<file path="src/rtl/qos_pkg.sv">
// Definitions shared by the QoS blocks: default widths, holding-slot state
// encoding and the class-ID one-hot decode.
package qos_pkg;

  localparam int NUM_CH_DEF = 4;
  localparam int DATA_W_DEF = 6;
  localparam int CNT_W_DEF  = 8;

  // Widest supported configuration; callers cast the decode down to NUM_CH.
  localparam int MAX_CH   = 16;
  localparam int ID_MAX_W = 4;

  localparam logic EMPTY = 1'b0;
  localparam logic HELD  = 1'b1;

  function automatic logic [MAX_CH-1:0] onehot(input logic [ID_MAX_W-1:0] id);
    logic [MAX_CH-1:0] v;
    v     = {MAX_CH{1'b0}};
    v[id] = 1'b1;
    return v;
  endfunction

endpackage

</file>
<file path="src/rtl/conector_entrada_param_if.sv">
// Word/handshake bundle between the ingress source, the input connector and
// the per-class FIFOs.
interface conector_entrada_param_if
  import qos_pkg::*;
#(
  parameter int NUM_CH = NUM_CH_DEF,
  parameter int ID_W   = $clog2(NUM_CH),
  parameter int DATA_W = DATA_W_DEF,
  parameter int CNT_W  = CNT_W_DEF
);

  logic                    PUSHDATOENTRADA;
  logic [ID_W-1:0]         ID;
  logic [DATA_W-1:0]       DATOENTRADA;
  logic [NUM_CH-1:0]       FULL;
  logic                    READY;
  logic [NUM_CH-1:0]       CFPUSH;
  logic [DATA_W-1:0]       CFDATO;
  logic [NUM_CH*CNT_W-1:0] DROPCNT;

  modport master (
    output PUSHDATOENTRADA, ID, DATOENTRADA, FULL,
    input  READY, CFPUSH, CFDATO, DROPCNT
  );

  modport slave (
    input  PUSHDATOENTRADA, ID, DATOENTRADA, FULL,
    output READY, CFPUSH, CFDATO, DROPCNT
  );

endinterface

</file>
<file path="src/rtl/sat_counter.sv">
// Saturating up-counter with synchronous active-low clear; holds at all-ones.
module sat_counter #(
  parameter int W = 8
) (
  input  logic         CLK,
  input  logic         RESET_L,
  input  logic         INC,
  output logic [W-1:0] Q
);

  logic [W-1:0] cnt_q;
  logic [W-1:0] cnt_d;

  // Increment only while below the ceiling.
  always_comb begin
    cnt_d = cnt_q;
    if (INC && (cnt_q != {W{1'b1}})) begin
      cnt_d = cnt_q + W'(1);
    end else begin
      cnt_d = cnt_q;
    end
  end

  always_ff @(posedge CLK) begin
    if (!RESET_L) begin
      cnt_q <= {W{1'b0}};
    end else begin
      cnt_q <= cnt_d;
    end
  end

  assign Q = cnt_q;

endmodule

</file>
<file path="src/rtl/conector_entrada_param.sv">
// Input connector: steers one class-tagged word per cycle into its class FIFO
// through a single-entry holding slot, backpressuring or dropping on full.
module conector_entrada_param
  import qos_pkg::*;
#(
  parameter int NUM_CH       = NUM_CH_DEF,
  parameter int ID_W         = $clog2(NUM_CH),
  parameter int DATA_W       = DATA_W_DEF,
  parameter int CNT_W        = CNT_W_DEF,
  parameter int DROP_ON_FULL = 0
) (
  input logic                     CLK,
  input logic                     RESET_L,
  conector_entrada_param_if.slave bus
);

  logic              hold_v_q, hold_v_d;
  logic [ID_W-1:0]   hold_id_q, hold_id_d;
  logic [DATA_W-1:0] hold_d_q, hold_d_d;

  logic [NUM_CH-1:0] hold_oh_s;
  logic [NUM_CH-1:0] cfpush_s;
  logic [NUM_CH-1:0] inc_s;
  logic              full_sel_s;
  logic              fire_s;
  logic              drop_s;
  logic              release_s;
  logic              ready_s;
  logic              accept_s;

  logic [CNT_W-1:0]        cnt_s [NUM_CH];
  logic [NUM_CH*CNT_W-1:0] dropcnt_s;

  // Releasing the slot in a cycle makes room for a same-cycle accept, which
  // is what lets the connector sustain one word per clock.
  always_comb begin
    hold_oh_s  = NUM_CH'(onehot(ID_MAX_W'(hold_id_q)));
    full_sel_s = bus.FULL[hold_id_q];
    fire_s     = (hold_v_q == HELD) && !full_sel_s;
    drop_s     = (DROP_ON_FULL != 0) && (hold_v_q == HELD) && full_sel_s;
    release_s  = fire_s || drop_s;
    ready_s    = RESET_L && ((hold_v_q == EMPTY) || release_s);
    accept_s   = bus.PUSHDATOENTRADA && ready_s;
  end

  always_comb begin
    hold_v_d  = hold_v_q;
    hold_id_d = hold_id_q;
    hold_d_d  = hold_d_q;
    if (accept_s) begin
      hold_v_d  = HELD;
      hold_id_d = bus.ID;
      hold_d_d  = bus.DATOENTRADA;
    end else if (release_s) begin
      hold_v_d  = EMPTY;
    end else begin
      hold_v_d  = hold_v_q;
    end
  end

  always_ff @(posedge CLK) begin
    if (!RESET_L) begin
      hold_v_q  <= EMPTY;
      hold_id_q <= {ID_W{1'b0}};
      hold_d_q  <= {DATA_W{1'b0}};
    end else begin
      hold_v_q  <= hold_v_d;
      hold_id_q <= hold_id_d;
      hold_d_q  <= hold_d_d;
    end
  end

  always_comb begin
    cfpush_s = hold_oh_s & {NUM_CH{fire_s && RESET_L}};
    inc_s    = hold_oh_s & {NUM_CH{drop_s}};
  end

  for (genvar k = 0; k < NUM_CH; k++) begin : g_drop_cnt
    sat_counter #(
      .W(CNT_W)
    ) u_cnt (
      .CLK     (CLK),
      .RESET_L (RESET_L),
      .INC     (inc_s[k]),
      .Q       (cnt_s[k])
    );
    assign dropcnt_s[k*CNT_W +: CNT_W] = cnt_s[k];
  end

  assign bus.READY   = ready_s;
  assign bus.CFPUSH  = cfpush_s;
  assign bus.CFDATO  = RESET_L ? hold_d_q : {DATA_W{1'b0}};
  assign bus.DROPCNT = dropcnt_s;

endmodule

</file>
<file path="src/flat_wrapper.sv">
// flat-port wrapper written by rule: the top's interface ports become plain ports
module conector_entrada_param_flat import qos_pkg::*;
#(
  parameter int NUM_CH       = NUM_CH_DEF,
  parameter int ID_W         = $clog2(NUM_CH),
  parameter int DATA_W       = DATA_W_DEF,
  parameter int CNT_W        = CNT_W_DEF,
  parameter int DROP_ON_FULL = 0
)
  (CLK, RESET_L, bus_PUSHDATOENTRADA, bus_ID, bus_DATOENTRADA, bus_FULL, bus_READY, bus_CFPUSH, bus_CFDATO, bus_DROPCNT);
  conector_entrada_param_if #(.NUM_CH(NUM_CH), .ID_W(ID_W), .DATA_W(DATA_W), .CNT_W(CNT_W)) bus_i ();
  input logic CLK;
  input logic RESET_L;
  input wire logic [$bits(bus_i.PUSHDATOENTRADA)-1:0] bus_PUSHDATOENTRADA;
  input wire logic [$bits(bus_i.ID)-1:0] bus_ID;
  input wire logic [$bits(bus_i.DATOENTRADA)-1:0] bus_DATOENTRADA;
  input wire logic [$bits(bus_i.FULL)-1:0] bus_FULL;
  output wire logic [$bits(bus_i.READY)-1:0] bus_READY;
  output wire logic [$bits(bus_i.CFPUSH)-1:0] bus_CFPUSH;
  output wire logic [$bits(bus_i.CFDATO)-1:0] bus_CFDATO;
  output wire logic [$bits(bus_i.DROPCNT)-1:0] bus_DROPCNT;
  assign bus_i.PUSHDATOENTRADA = bus_PUSHDATOENTRADA;
  assign bus_i.ID = bus_ID;
  assign bus_i.DATOENTRADA = bus_DATOENTRADA;
  assign bus_i.FULL = bus_FULL;
  assign bus_READY = bus_i.READY;
  assign bus_CFPUSH = bus_i.CFPUSH;
  assign bus_CFDATO = bus_i.CFDATO;
  assign bus_DROPCNT = bus_i.DROPCNT;
  conector_entrada_param #(.NUM_CH(NUM_CH), .ID_W(ID_W), .DATA_W(DATA_W), .CNT_W(CNT_W), .DROP_ON_FULL(DROP_ON_FULL)) u_core (.CLK(CLK), .RESET_L(RESET_L), .bus(bus_i));
endmodule
</file>
<file path="config.mk">
export PLATFORM = sky130hd
export DESIGN_NAME = conector_entrada_param_flat
export DESIGN_NICKNAME = d
export VERILOG_FILES = /design/src/rtl/qos_pkg.sv /design/src/rtl/conector_entrada_param_if.sv /design/src/rtl/sat_counter.sv /design/src/rtl/conector_entrada_param.sv /design/src/flat_wrapper.sv
export SDC_FILE = /design/constraint.sdc
export NUM_CORES = 1
export LEC_CHECK = 0
export BUFFER_PORTS_ARGS = -buffer_cell sky130_fd_sc_hd__buf_2
export CAP_MARGIN = 20
export CORE_MARGIN = 4
export CORE_UTILIZATION = 35
export CTS_CLUSTER_SIZE = 24
export DETAILED_ROUTE_END_ITERATION = 10
export GPL_TIMING_DRIVEN = 0
export PLACE_DENSITY_LB_ADDON = 0.12
export SYNTH_ARGS = -nofsm -noshare
export SYNTH_HDL_FRONTEND = slang
export SYNTH_SLANG_ARGS = --single-unit
export TNS_END_PERCENT = 100
</file>
<file path="constraint.sdc">
create_clock -name CLK -period 1.8 [get_ports CLK]
set_input_delay 0 -clock CLK [delete_from_list [all_inputs] [get_ports CLK]]
set_output_delay 0 -clock CLK [all_outputs]
set_load 0.01 [all_outputs]
</file>
==> impl_metrics.py <==
metrics = {
    "die": {
        "die_h_um": 53.2,
        "initial_core_util_pct": 36.8,
        "dieWidth_um": 53.2,
        "die-area_um2": 2830,
        "core_um2": 1940,
        "rows": 16,
        "top_level_ports": 58,
    },
    "timing": {
        "finalWorstSetupSlack_ns": 0.283,
        "setup_tns_ns": 0,
        "finClkSkew_ns": 0.000456,
        "setup_viol": 0,
        "min_period_ns": 1.52,
        "fin_crit_sh_pct": 84.3,
        "hold_viol": 0,
        "rsz0062_at_grt": "no",
        "fmax_ghz": 0.659,
        "final_max_slew_viol_count": 0,
        "worst_hold_slack_ns": 0.0158,
    },
    "cells_and_area": {
        "area_delta_synth_final_pct": 52.7,
        "n_antenna_cell": 0,
        "n_fill_cell": 180,
        "final_util_pct": 56.2,
        "drive_above_1_share_pct": 39.4,
        "num-nets-final": 176,
        "seqCellArea_um2": 180,
        "multi_input_area_um2": 362,
    },
    "detailed_routing": {
        "first_pass_iters": 4,
        "wire_per_inst_um": 8.78,
        "drtIter0Drc": 7,
        "vias": 680,
        "drc": 0,
        "wl_mm": 1.64,
        "ant_nets": 0,
        "drt-vias-per-instance": 3.64,
    },
    "clocking": {
        "cts_resized": 0,
        "cts_buffers": 3,
        "insertion_delay_ns": 0.25,
        "clockRootBuffer": "clkbuf_4",
        "cts_sinks": 9,
        "cts_max_level": 1,
        "cts_max_path_buffers": 2,
        "cts_tree": "done",
        "clkSlewWorstSetupHoldPaths_ns": 0.06,
        "post_cts_buffers": 0,
    },
    "flow_run": {
        "maxCapViolCount": 0,
    },
    "synth": {
        "yosys.area.top_type_share_pct": 33.6,
        "synth.cell_area_um2": 714,
        "avgSynthCellArea_um2": 7.68,
        "synth_top_area_cell": "buf_4",
        "synth_cell_types": 22,
        "yosysWarnings": 0,
        "synth_top_cells_by_area": "buf_4 (34%), dfxtp_1 (25%), mux2i_1 (9.8%), nand2_1 (8.4%), inv_1 (4.2%)",
        "ys_ff_latch": 9,
        "ys_seq_area_share_pct": 25.2,
        "synthCells": 93,
    },
    "global_route": {
        "gr-usage-all-layers_pct": 12.2,
        "grt_start_max_net_pins": 11,
        "antenna_found_initial": 0,
        "grt-ovfl-total": 0,
        "grt_pass1_vias": 561,
        "grt_pass1_wl_mm": 2.46,
    },
    "place": {
        "routabilityCongestion": 0.727,
        "dp_slack_ns": 0.357,
        "io_buffers": 24,
        "post-dp-hpwl_mm": 1.26,
    },
    "setup_path": {
        "critPathLaunchType": "flip-flop",
        "path_max_fanout": 6,
        "crit_arrival_ns": 1.52,
        "setup.worst_path.end_class": "output pin",
        "critPathRequiredTime_ns": 1.80,
        "criticalPathCategory": "reg2out",
    },
    "power": {
        "ir_worst_vdd_v": 0.000442,
        "leakage_nw": 0.676,
        "power_mw": 0.560,
        "p_per_area_nw_per_um2": 513,
    },
    "hold_path": {
        "hold_path.class": "in2reg",
    },
    "run_status": {
        "run_status": "finished, final reports clean",
    },
}
flip-flops by register name (all words and copies together) (netlist names):
signal and count:
u_core.hold_id_q 2, u_core.hold_v_q 1, u_core.hold_d_q 6
Yosys cell counts:
cell type / number
conb_1: 1
nand2b_1: 1
mux2_2: 1
nor2_1: 1
clkbuf_1: 2
a21oi_1: 1
o2111ai_1: 1
mux2i_1: 7
nand3_2: 1
dfxtp_1: 9
o21a_1: 1
nand3_1: 2
o21ai_2: 1
buf_4: 32
inv_1: 8
nor4_1: 2
nand2_1: 16
nor3_1: 2
o22ai_1: 1
o21ai_0: 1
a31oi_1: 1
buf_6: 1
routing by layer:
layer / share of wire (%) / routed length, um / global-route usage [%]
met3: 11 / 183 / 4.79
met4: 1.6 / 27 / 6.38
met2: 50 / 820 / 21.3
met5: 0 / 0 / 0
met1: 37 / 610 / 12.3
logic make-up (layout without fill, tap and decap cells):
| kind of cell | count (synthesis) | count (layout) | synth area share (%) |
|---|---|---|---|
| buf+inv | 43 | 79 | 40.5 |
| simple gates | 25 | 25 | 15.8 |
| flops | 9 | 9 | 25.2 |
| mux | 8 | 8 | 11.4 |
| compound gates | 7 | 7 | 6.66 |
| other cells | 1 | 32 | 0.525 |
cells in the final DEF (no fill, tap or decap):
master         netlist  final
buf_4               32     32
nand3_1              2      2
nor2_1               1      1
nor4_1               2      2
mux2i_1              7      7
buf_2                0     24
dfxtp_1              9      9
nor3_1               2      2
mux2_2               1      1
a31oi_1              1      1
nand2b_1             1      1
inv_1                8      8
o21ai_2              1      1
clkbuf_1             2      3
o21a_1               1      1
nand2_1             16     16
nand3_2              1      1
buf_6                1      1
a21oi_1              1      1
clkbuf_4             0      3
conb_1               1     32
dlygate4sd3_1        0      8
o2111ai_1            1      1
o21ai_0              1      1
o22ai_1              1      1
stage by stage:
stage	cells	area, um2
floorplan	124	831
global placement	175	985
detailed placement	175	985
CTS	186	1080
global route	187	1090
finish	187	1090
critical path, cell delays in order, from the launching register on:
cell     delay [ns]
dfxtp_1        0.43
mux2_2         0.37
nand3_2        0.10
o21ai_0        0.12
nor2_1         0.11
buf_2          0.13
layout make-up:
cell class / count / area share [%]
multi-input combinational: 72 / 33.1
buffer: 35 / 23.7
timing repair buffer: 32 / 18.3
sequential: 9 / 16.5
tap: 27 / 3.10
inverter: 8 / 2.75
clock buffer: 4 / 2.41
final timing paths:
kind,cells past startpoint,startpoint,slack [ns],to
hold / removal,3,bus_ID[1],0.02,u_core.hold_id_q[1]$_SDFFE_PN0P_
setup reg to reg,5,u_core.hold_id_q[1]$_SDFFE_PN0P_,0.33,u_core.hold_d_q[1]$_SDFFE_PN0P_
hold reg to reg,2,u_core.hold_d_q[3]$_SDFFE_PN0P_,0.47,u_core.hold_d_q[3]$_SDFFE_PN0P_
setup / recovery,5,u_core.hold_id_q[1]$_SDFFE_PN0P_,0.28,bus_READY
power by group:
group | switching, mW | leakage, nW | internal [mW]
combinational | 0.0880 | 0.587 | 0.0968
clock | 0.0679 | 0.0150 | 0.0853
sequential | 0.00856 | 0.0743 | 0.213
timing repair:
| action | CTS | global route |
|---|---|---|
| setup endpoints to repair | 0 | 0 |
| hold buffers | 7 | 1 |
| endpoints found under the hold margin | 7 | 1 |
(Power assumes the default switching activity.)
